`src/rtl/frogger_pkg.sv`:
```
// frogger_pkg: shared game-flow and sound enums for the Frogger UI path.
package frogger_pkg;
   typedef enum logic [1:0] {MENU, PLAYING, DEAD, WIN} state_t;
   typedef enum logic [1:0] {UI_PRESS, NEXTLEVEL, CRASH, CELEBRATION} sound_t;
   localparam logic [7:0] ASCII_ZERO = 8'h30;
   function automatic logic [23:0] bcd_to_ascii(input logic [11:0] b);
      return {ASCII_ZERO + {4'h0, b[11:8]}, ASCII_ZERO + {4'h0, b[7:4]}, ASCII_ZERO + {4'h0, b[3:0]}};
   endfunction
endpackage

```
`src/rtl/game_flow_ctrl_if.sv`:
```
// game_flow_ctrl_if: sound-request valid/ready handshake to the audio block.
interface game_flow_ctrl_if;
   import frogger_pkg::*;
   logic   sound_valid;
   sound_t sound_id;
   logic   sound_ready;
   modport master (output sound_valid, sound_id, input sound_ready);
   modport slave  (input sound_valid, sound_id, output sound_ready);
endinterface

```
`src/rtl/bcd_score3.sv`:
```
// bcd_score3: 3-digit BCD score register with clear, +1, +10, saturating at 999.
module bcd_score3 (
   input  logic        clk,
   input  logic        reset,
   input  logic        clr,
   input  logic        add1,
   input  logic        add10,
   output logic [11:0] bcd
);
   logic [3:0] h_q, t_q, o_q, h_d, t_d, o_d;
   logic       t_inc, h_inc;
   always_comb begin
      t_inc = add10 | (add1 & (o_q == 4'd9));
      h_inc = t_inc & (t_q == 4'd9);
      o_d = add1 ? ((o_q == 4'd9) ? 4'd0 : o_q + 4'd1) : o_q;
      t_d = t_inc ? ((t_q == 4'd9) ? 4'd0 : t_q + 4'd1) : t_q;
      h_d = h_inc ? h_q + 4'd1 : h_q;
      // a carry out of the hundreds digit means the true sum passed 999
      if (h_inc && h_q == 4'd9) {h_d, t_d, o_d} = 12'h999;
      if (clr) {h_d, t_d, o_d} = 12'h000;
   end
   always_ff @(posedge clk) begin
      if (reset) {h_q, t_q, o_q} <= 12'h000;
      else {h_q, t_q, o_q} <= {h_d, t_d, o_d};
   end
   assign bcd = {h_q, t_q, o_q};
endmodule

```
`src/rtl/game_flow_ctrl.sv`:
```
// game_flow_ctrl: MENU/PLAYING/DEAD/WIN sequencer with BCD score, level count
// and a two-slot prioritised sound request queue.
module game_flow_ctrl
   import frogger_pkg::*;
#(
   parameter int MAX_LEVEL   = 5,
   parameter int HOLD_FRAMES = 120
) (
   input  logic              clk,
   input  logic              reset,
   input  logic              frame_tick,
   input  logic              key_press,
   input  logic              hop_fwd,
   input  logic              reached_goal,
   input  logic              collision,
   output state_t            state,
   output logic [11:0]       score_bcd,
   output logic [23:0]       score_ascii,
   output logic [2:0]        level,
   game_flow_ctrl_if.master  snd
);
   localparam logic [2:0] MAX_L = 3'(MAX_LEVEL);
   localparam logic [9:0] HOLD  = 10'(HOLD_FRAMES);
   state_t     state_q, state_d;
   logic [2:0] level_q, level_d;
   logic [9:0] hold_q, hold_d;
   logic       ov_q, ov_d, pv_q, pv_d;
   sound_t     oid_q, oid_d, pid_q, pid_d;
   logic       req, clr, add1, add10, accept;
   sound_t     req_id;
   bcd_score3 u_score (
      .clk(clk), .reset(reset), .clr(clr), .add1(add1), .add10(add10), .bcd(score_bcd)
   );
   always_comb begin
      state_d = state_q;
      level_d = level_q;
      hold_d  = hold_q;
      req     = 1'b0;
      req_id  = UI_PRESS;
      clr     = 1'b0;
      add1    = 1'b0;
      add10   = 1'b0;
      case (state_q)
         MENU: if (key_press) begin
            state_d = PLAYING;
            level_d = 3'd1;
            clr     = 1'b1;
            req     = 1'b1;
         end
         PLAYING: if (collision) begin
            state_d = DEAD;
            hold_d  = HOLD;
            req     = 1'b1;
            req_id  = CRASH;
         end else if (reached_goal) begin
            add10 = 1'b1;
            req   = 1'b1;
            if (level_q == MAX_L) begin
               state_d = WIN;
               hold_d  = HOLD;
               req_id  = CELEBRATION;
            end else begin
               level_d = level_q + 3'd1;
               req_id  = NEXTLEVEL;
            end
         end else add1 = hop_fwd;
         default: if (hold_q != 10'd0) hold_d = frame_tick ? hold_q - 10'd1 : hold_q;
         else if (key_press) begin
            state_d = MENU;
            req     = 1'b1;
         end
      endcase
   end
   // pending only ever holds a request while the output slot is occupied
   always_comb begin
      accept = ov_q & snd.sound_ready;
      ov_d   = ov_q;
      oid_d  = oid_q;
      pv_d   = pv_q;
      pid_d  = pid_q;
      if (accept) begin
         ov_d  = pv_q | req;
         oid_d = pv_q ? pid_q : (req ? req_id : oid_q);
         pv_d  = pv_q & req;
         pid_d = (pv_q & req) ? req_id : pid_q;
      end else if (!ov_q) begin
         ov_d  = req;
         oid_d = req ? req_id : oid_q;
      end else if (req && (!pv_q || req_id > pid_q)) begin
         pv_d  = 1'b1;
         pid_d = req_id;
      end
   end
   always_ff @(posedge clk) begin
      if (reset) begin
         state_q <= MENU;
         level_q <= 3'd1;
         hold_q  <= 10'd0;
         ov_q    <= 1'b0;
         oid_q   <= UI_PRESS;
         pv_q    <= 1'b0;
         pid_q   <= UI_PRESS;
      end else begin
         state_q <= state_d;
         level_q <= level_d;
         hold_q  <= hold_d;
         ov_q    <= ov_d;
         oid_q   <= oid_d;
         pv_q    <= pv_d;
         pid_q   <= pid_d;
      end
   end
   assign state           = state_q;
   assign level           = level_q;
   assign score_ascii     = bcd_to_ascii(score_bcd);
   assign snd.sound_valid = ov_q;
   assign snd.sound_id    = oid_q;
endmodule

```
`src/flat_wrapper.sv`:
```
// flat-port wrapper written by rule: the top's interface ports become plain ports
module game_flow_ctrl_flat import frogger_pkg::*;
#(
   parameter int MAX_LEVEL   = 5,
   parameter int HOLD_FRAMES = 120
)
  (clk, reset, frame_tick, key_press, hop_fwd, reached_goal, collision, state, score_bcd, score_ascii, level, snd_sound_valid, snd_sound_id, snd_sound_ready);
  game_flow_ctrl_if snd_i ();
  input  logic clk;
  input  logic reset;
  input  logic frame_tick;
  input  logic key_press;
  input  logic hop_fwd;
  input  logic reached_goal;
  input  logic collision;
  output state_t state;
  output logic [11:0] score_bcd;
  output logic [23:0] score_ascii;
  output logic [2:0] level;
  output wire logic [$bits(snd_i.sound_valid)-1:0] snd_sound_valid;
  output wire logic [$bits(snd_i.sound_id)-1:0] snd_sound_id;
  input wire logic [$bits(snd_i.sound_ready)-1:0] snd_sound_ready;
  assign snd_sound_valid = snd_i.sound_valid;
  assign snd_sound_id = snd_i.sound_id;
  assign snd_i.sound_ready = snd_sound_ready;
  game_flow_ctrl #(.MAX_LEVEL(MAX_LEVEL), .HOLD_FRAMES(HOLD_FRAMES)) u_core (.clk(clk), .reset(reset), .frame_tick(frame_tick), .key_press(key_press), .hop_fwd(hop_fwd), .reached_goal(reached_goal), .collision(collision), .state(state), .score_bcd(score_bcd), .score_ascii(score_ascii), .level(level), .snd(snd_i));
endmodule
```
`config.mk`:
```
export PLATFORM = sky130hd
export DESIGN_NAME = game_flow_ctrl_flat
export DESIGN_NICKNAME = d
export VERILOG_FILES = /design/src/rtl/frogger_pkg.sv /design/src/rtl/game_flow_ctrl_if.sv /design/src/rtl/bcd_score3.sv /design/src/rtl/game_flow_ctrl.sv /design/src/flat_wrapper.sv
export SDC_FILE = /design/constraint.sdc
export NUM_CORES = 1
export LEC_CHECK = 0
export CAP_MARGIN = 30
export CORE_MARGIN = 2
export CORE_UTILIZATION = 44
export DETAILED_ROUTE_END_ITERATION = 10
export GPL_TIMING_DRIVEN = 0
export PLACE_DENSITY = 0.83
export SLEW_MARGIN = 15
export SYNTH_ARGS = -nofsm -noshare
export SYNTH_HDL_FRONTEND = slang
export SYNTH_SLANG_ARGS = --single-unit
```
`constraint.sdc`:
```
create_clock -name clk -period 2.9 [get_ports clk]
set_input_delay 0.87 -clock clk [delete_from_list [all_inputs] [get_ports clk]]
set_output_delay 0.87 -clock clk [all_outputs]
set_load 0.02 [all_outputs]
```
==> results.cfg <==
[run_status]
status = complete, no violations

[finish]
fin_util_pct = 60.1
drive_above_1_share_pct = 16.5
nNetsFinal = 306
nFillCells = 395
syn_to_final_growth_pct = 32.0
num_antenna_cells = 0

[flow_run]
maxCapViolCount = 0

[logic_synthesis]
synth_edf_count = 0
yosys-top-cells-area = dfxtp_1 (33%), buf_4 (9.1%), a21oi_1 (5.3%)
synth_cell_types = 49
ys_seq_area_share_pct = 33.3
synthArstFlopShare_pct = 0
synth.cells.most_frequent = dfxtp_1 (33), buf_4 (24), a21oi_1 (21)
synth_seq_cells = 33
synth.most_common_cell = dfxtp_1
yosys.area.top_type_share_pct = 33.3
yosys_warnings = 0
synth.avg_cell_area_um2 = 8.51
synth_cells = 233
synthFlopType = dfxtp_1
yosysTopAreaCell = dfxtp_1
syn_area_um2 = 1980

[sta]
hold_viol_final = 0
post-route-min-period_ns = 2.68
hold_ws_ns = 0.514
post-route-period-util_pct = 92.5
rsz0062_at_grt = false
worst_pin_slew_ns = 0.496
slew_headroom_pct = 66.8
finalClockSkew_ns = 0.0117
fmax_mhz = 373
finalSetupViolCount = 0
setup_ws_ns = 0.216
slew_viol_final = 0

[setup_path]
endpoint_kind = flip-flop
timing.critical_path.buf_inv = 3
path_delay_family = buffers and inverters
start_kind = input pin
crit_fanout = 9
crit_required_ns = 3.09
cp_cell_sequence = dlygate4sd2_1, nor2b_2, and2_1, buf_4, inv_1, ha_1, nand2_1, o21ai_0, a311oi_4, mux2_4
cp_slowest_cell = a311oi_4
cp.arrival_ns = 2.87
crit_path_max_incr_delay_ns = 0.39
critical_path_class = input pin to flip-flop

[clocking]
cts.reportedPaths.clkPinSlew_ns = 0.07
clock_path_buffers = 2
cts_root_buffer = clkbuf_8
cts_buffers = 5
cts.sinks = 33
clock_latency_ns = 0.30
htree_levels = 2
cts_tree = done

[power]
peakVddDrop_mv = 0.459
power-per-cell-area_nw_per_um2 = 449
power.leakage_nw = 1.03

[floorplan]
die_area_um2 = 5060
io_pins = 52
die_y_um = 71.1
die_w_um = 71.1
core_um2 = 4350
num_rows = 24
initial_core_util_pct = 45.5

[detailed_routing]
drc = 0
ant_nets = 0
totalWireLength_um = 4120
wl_per_cell_um = 12.0
vias_per_cell = 5.08
drt_iter0_drc = 57
dr.pass1.iters = 4
vias = 1743

[global_routing]
antenna_found_initial = 0
grt_pass1_vias = 1585
grt_first_pass_wirelength_um = 6910
gr-total-overflow = 0
grt_start_max_net_pins = 11
track_usage_pct = 17.2

[worst_hold_path]
hold_class = flip-flop to flip-flop

[placement]
hpwl_um = 3010
dp_slack_ns = -0.871
place_congestion = 0.843
io_buffers = 39
-- cell usage in the layout, fill, tap and decap left out, types with 3 or more instances in the layout --
cell type,synthesis,final
clkbuf_1,4,5
nor2_1,17,17
clkdlybuf4s50_1,0,37
a211oi_1,5,5
nor2b_1,6,5
ha_1,8,8
o211ai_1,4,4
mux2i_1,3,3
nor3_1,8,8
nand3_1,4,4
conb_1,2,12
a21oi_1,21,21
nand2b_1,7,7
nand2_1,14,14
o21ai_0,8,8
dfxtp_1,33,33
xnor2_1,7,7
clkbuf_8,0,6
or3_1,3,3
buf_4,24,26
inv_1,14,13
-- final cells by class --
cell class / instances / area [µm²] / share of cell area (%)
buffer: 30 / 208 / 7.94
clock buffer: 7 / 86.3 / 3.30
clock inverter: 1 / 30.0 / 1.15
inverter: 14 / 52.6 / 2.01
multi-input combinational: 166 / 1110 / 42.6
sequential: 33 / 661 / 25.3
tap: 52 / 65.1 / 2.49
timing repair buffer: 40 / 399 / 15.3
-- cell families after synthesis --
kind of cell | count (synthesis) | synth area share [%]
and+or+nand+nor | 79 | 22.9
AOI/OAI and AO/OA | 52 | 17.9
buffers and inverters | 44 | 13.0
DFF | 33 | 33.3
xor gates and xnor gates | 9 | 3.98
adders and majority gates | 8 | 5.05
muxes | 6 | 3.41
other | 2 | 0.379
-- layer usage --
metal  wire, µm  track usage [%]  vias to the layer above
li1           -                -                      893
met1       1890             21.7                      798
met2       1920             26.8                       43
met3        191             4.13                        9
met4        111             9.85                        0
met5          0                0                        -
-- path summary, 6_finish.rpt --
path,start,to,slack [ns],cells past startpoint
max,collision,u_core.pid_q[1],0.22,10
min,u_core.pid_q[0],u_core.pid_q[0],0.51,2
max reg2reg,u_core.level[1],u_core.pid_q[1],0.45,10
min reg2reg,u_core.pid_q[0],u_core.pid_q[0],0.51,2
-- where the power goes --
group	internal [W]	total (W)	switching, W	leakage, nW
Clock	0.000280	0.000453	0.000173	0.0585
Combinational	0.000102	0.000229	0.000127	0.699
Sequential	0.000473	0.000494	0.0000208	0.268
-- per-stage QoR --
stage                     power (W)  TNS (ns)  area (µm²)  cells
after detailed placement   0.000726     -1.63        2470    334
after global routing        0.00123         0        2620    343
after global placement     0.000720     -1.53        2470    334
after floorplan            0.000664         0        2020    243
after CTS                   0.00118         0        2610    343
final                       0.00118         0        2620    343
-- worst register-to-register path, cell delays in order (launching register included) --
cell and delay (ns):
dfxtp_1 0.38, inv_1 0.06, ha_1 0.19, and3_1 0.21
o21ai_4 0.16, inv_2 0.09, ha_1 0.30, nor2b_1 0.11
o21ai_0 0.13, a311oi_4 0.39, mux2_4 0.33
-- sequential cells by signal (all words and copies together), names as in the netlist, 2 cells and up --
signal / cells
u_core.pid_q: 2
u_core.snd.sound_id: 2
u_core.u_score.o_q: 4
u_core.u_score.t_q: 4
u_core.level: 3
u_core.u_score.h_q: 4
u_core.hold_q: 10
u_core.state: 2
-- timing repair --
action,in CTS,in global routing
setup endpoints to repair,2,1
pin swaps,2,1
setup buffers,1,0
hold buffers,0,0
endpoints found under the hold margin,0,0
resized for setup,6,1
Power figures use the tool's default switching activity.
==> RTL edit (same settings) <==
Reset style: asynchronous (`reset`), changed in 2 clocked blocks.
--- a/src/rtl/bcd_score3.sv
+++ b/src/rtl/bcd_score3.sv
@@ -20,5 +20,5 @@
       if (clr) {h_d, t_d, o_d} = 12'h000;
    end
-   always_ff @(posedge clk) begin
+   always_ff @(posedge clk or posedge reset) begin
       if (reset) {h_q, t_q, o_q} <= 12'h000;
       else {h_q, t_q, o_q} <= {h_d, t_d, o_d};
--- a/src/rtl/game_flow_ctrl.sv
+++ b/src/rtl/game_flow_ctrl.sv
@@ -92,5 +92,5 @@
       end
    end
-   always_ff @(posedge clk) begin
+   always_ff @(posedge clk or posedge reset) begin
       if (reset) begin
          state_q <= MENU;
Behaviour: differs if reset is asserted again (counterexample within 4 cycles, from zero or initial values and one cycle with reset high); with reset held inactive, the same outputs for 10 cycles.
==> RTL edit against the original RTL <==
Via count decreased by 0.92%. Highest routed layer unchanged. Wire length increased by 1.5%. Synthesized area increased by 5.1%. Synthesized cell count decreased by 3.4%. Final area increased by 2.8%. Worst setup slack got worse by 19 ps. Sequential cell count unchanged. First-iteration DRC count increased by 26%.
Power is not compared: it rests on default switching activity, and its combinational part moved more than twofold at a synthesized area within 25%.
==> RTL edit: results (changes against the original RTL) <==
routing:
  drt_iter0_drc: 72  # was 57
  wirelength_um: 4180  # was 4120 um
status:
  status: "completed"  # unchanged
yosys:
  synth.yosys.seq_area_share: 0.397  # was 0.333
  yosys-top-cells-count: "32 x dfrtp_1, 24 x buf_4, 17 x nor2_1"  # was 33 x dfxtp_1, 24 x buf_4, 21 x a21oi_1
  yosys.area_share.adder: 0.0721  # was 0.0505
  synth-compound-area-share: 0.142  # was 0.179
  synth_cell_types: 47  # was 49
  synth-async-reset-ratio: 1.00  # was 0
setup_path:
  critPathCapture: "u_core.pid_q[0]"  # was u_core.pid_q[1]
  slowest_delay_ps: 540  # was 390 ps
  slowest_stage: "clkdlybuf4s50_1"  # was a311oi_4
  r2r_start: "u_core.level[0]"  # was u_core.level[1]
  cp.arrival_ps: 2890  # was 2870 ps
  crit_path_max_fanout: 5  # was 9
layout:
  stdcell_count: 338  # was 343
worst_hold_path:
  holdPathStages: 1  # was 2
  hp-start: "u_core.snd.sound_id[0]"  # was u_core.pid_q[0]
sta:
  holdWs_ps: 488  # was 514 ps
  worst_slew_pin_slew_ps: 698  # was 496 ps
global_route:
  track_usage: 0.175  # was 0.172
  grt_pass1_wl_um: 7050  # was 6910 um
place:
  dpl_cell_area_um2: 2580  # was 2470 um2
  gp_congestion: 0.803  # was 0.843
  dp_hpwl_um: 2970  # was 3010 um
  pre_cts_ws_ps: -835  # was -871 ps
RTL edit: cell count changes in the layout (fill, tap and decap cells not counted), sizes merged, moves of 5 or more:
cell	unedited run	this run
a211oi	5	0
nand3	4	11
dfxtp	33	0
nand2b	7	1
a21oi	21	13
o31ai	0	5
dfrtp	0	32
RTL edit: repair_timing:
action                                  CTS  global route
hold endpoints to repair                  0             0
gates resized for setup                   2             1
buffers inserted                          1             1
pin swaps                                 1             1
endpoints found under the setup margin    2             1
RTL edit: power by group through the flow:
stage                     sequential (mW)  clock, mW  combinational [mW]
after floorplan                     0.760          0               0.389
after global placement              0.716          0               0.646
after detailed placement            0.724          0               0.662
after CTS                           0.715      0.349               0.670
after global routing                0.738      0.376               0.742
final                               0.717      0.342               0.664
RTL edit: cells by family (layout without fill, tap and decap cells):
kind of cell / Yosys count / after routing
XOR/XNOR: 8 / 8
buffers and inverters: 42 / 91
flip-flops: 33 / 33
adder cells (fa/ha/maj): 12 / 12
AO/OA/AOI/OAI: 43 / 43
other: 2 / 12
AND/OR/NAND/NOR: 81 / 81
multiplexers: 4 / 4
RTL edit: area by class of cell:
cell class                      instances  area (um2)
Timing Repair Buffer                   41         408
Tap cell                               54        67.6
Buffer                                 26         188
Multi-Input combinational cell        160        1060
Sequential cell                        33         827
Clock buffer                            6        72.6
Clock inverter                          2        10.0
Inverter                               16        60.1
Fill cell                             402        1940
RTL edit: worst reg2reg max path: stages, from the launching register on:
cell and delay [ps]:
dfstp_2 570, ha_1 200, and3_1 220, o21ai_4 80
inv_1 170, ha_1 270, nor2b_1 130, o211ai_1 150
a21oi_1 90, nand2_1 120, mux2_2 340
RTL edit: per-layer routing:
metal,track usage,vias to the layer above
met5,0,-
met4,0.0741,0
met3,0.0470,8
met2,0.275,36
met1,0.227,814
li1,-,869
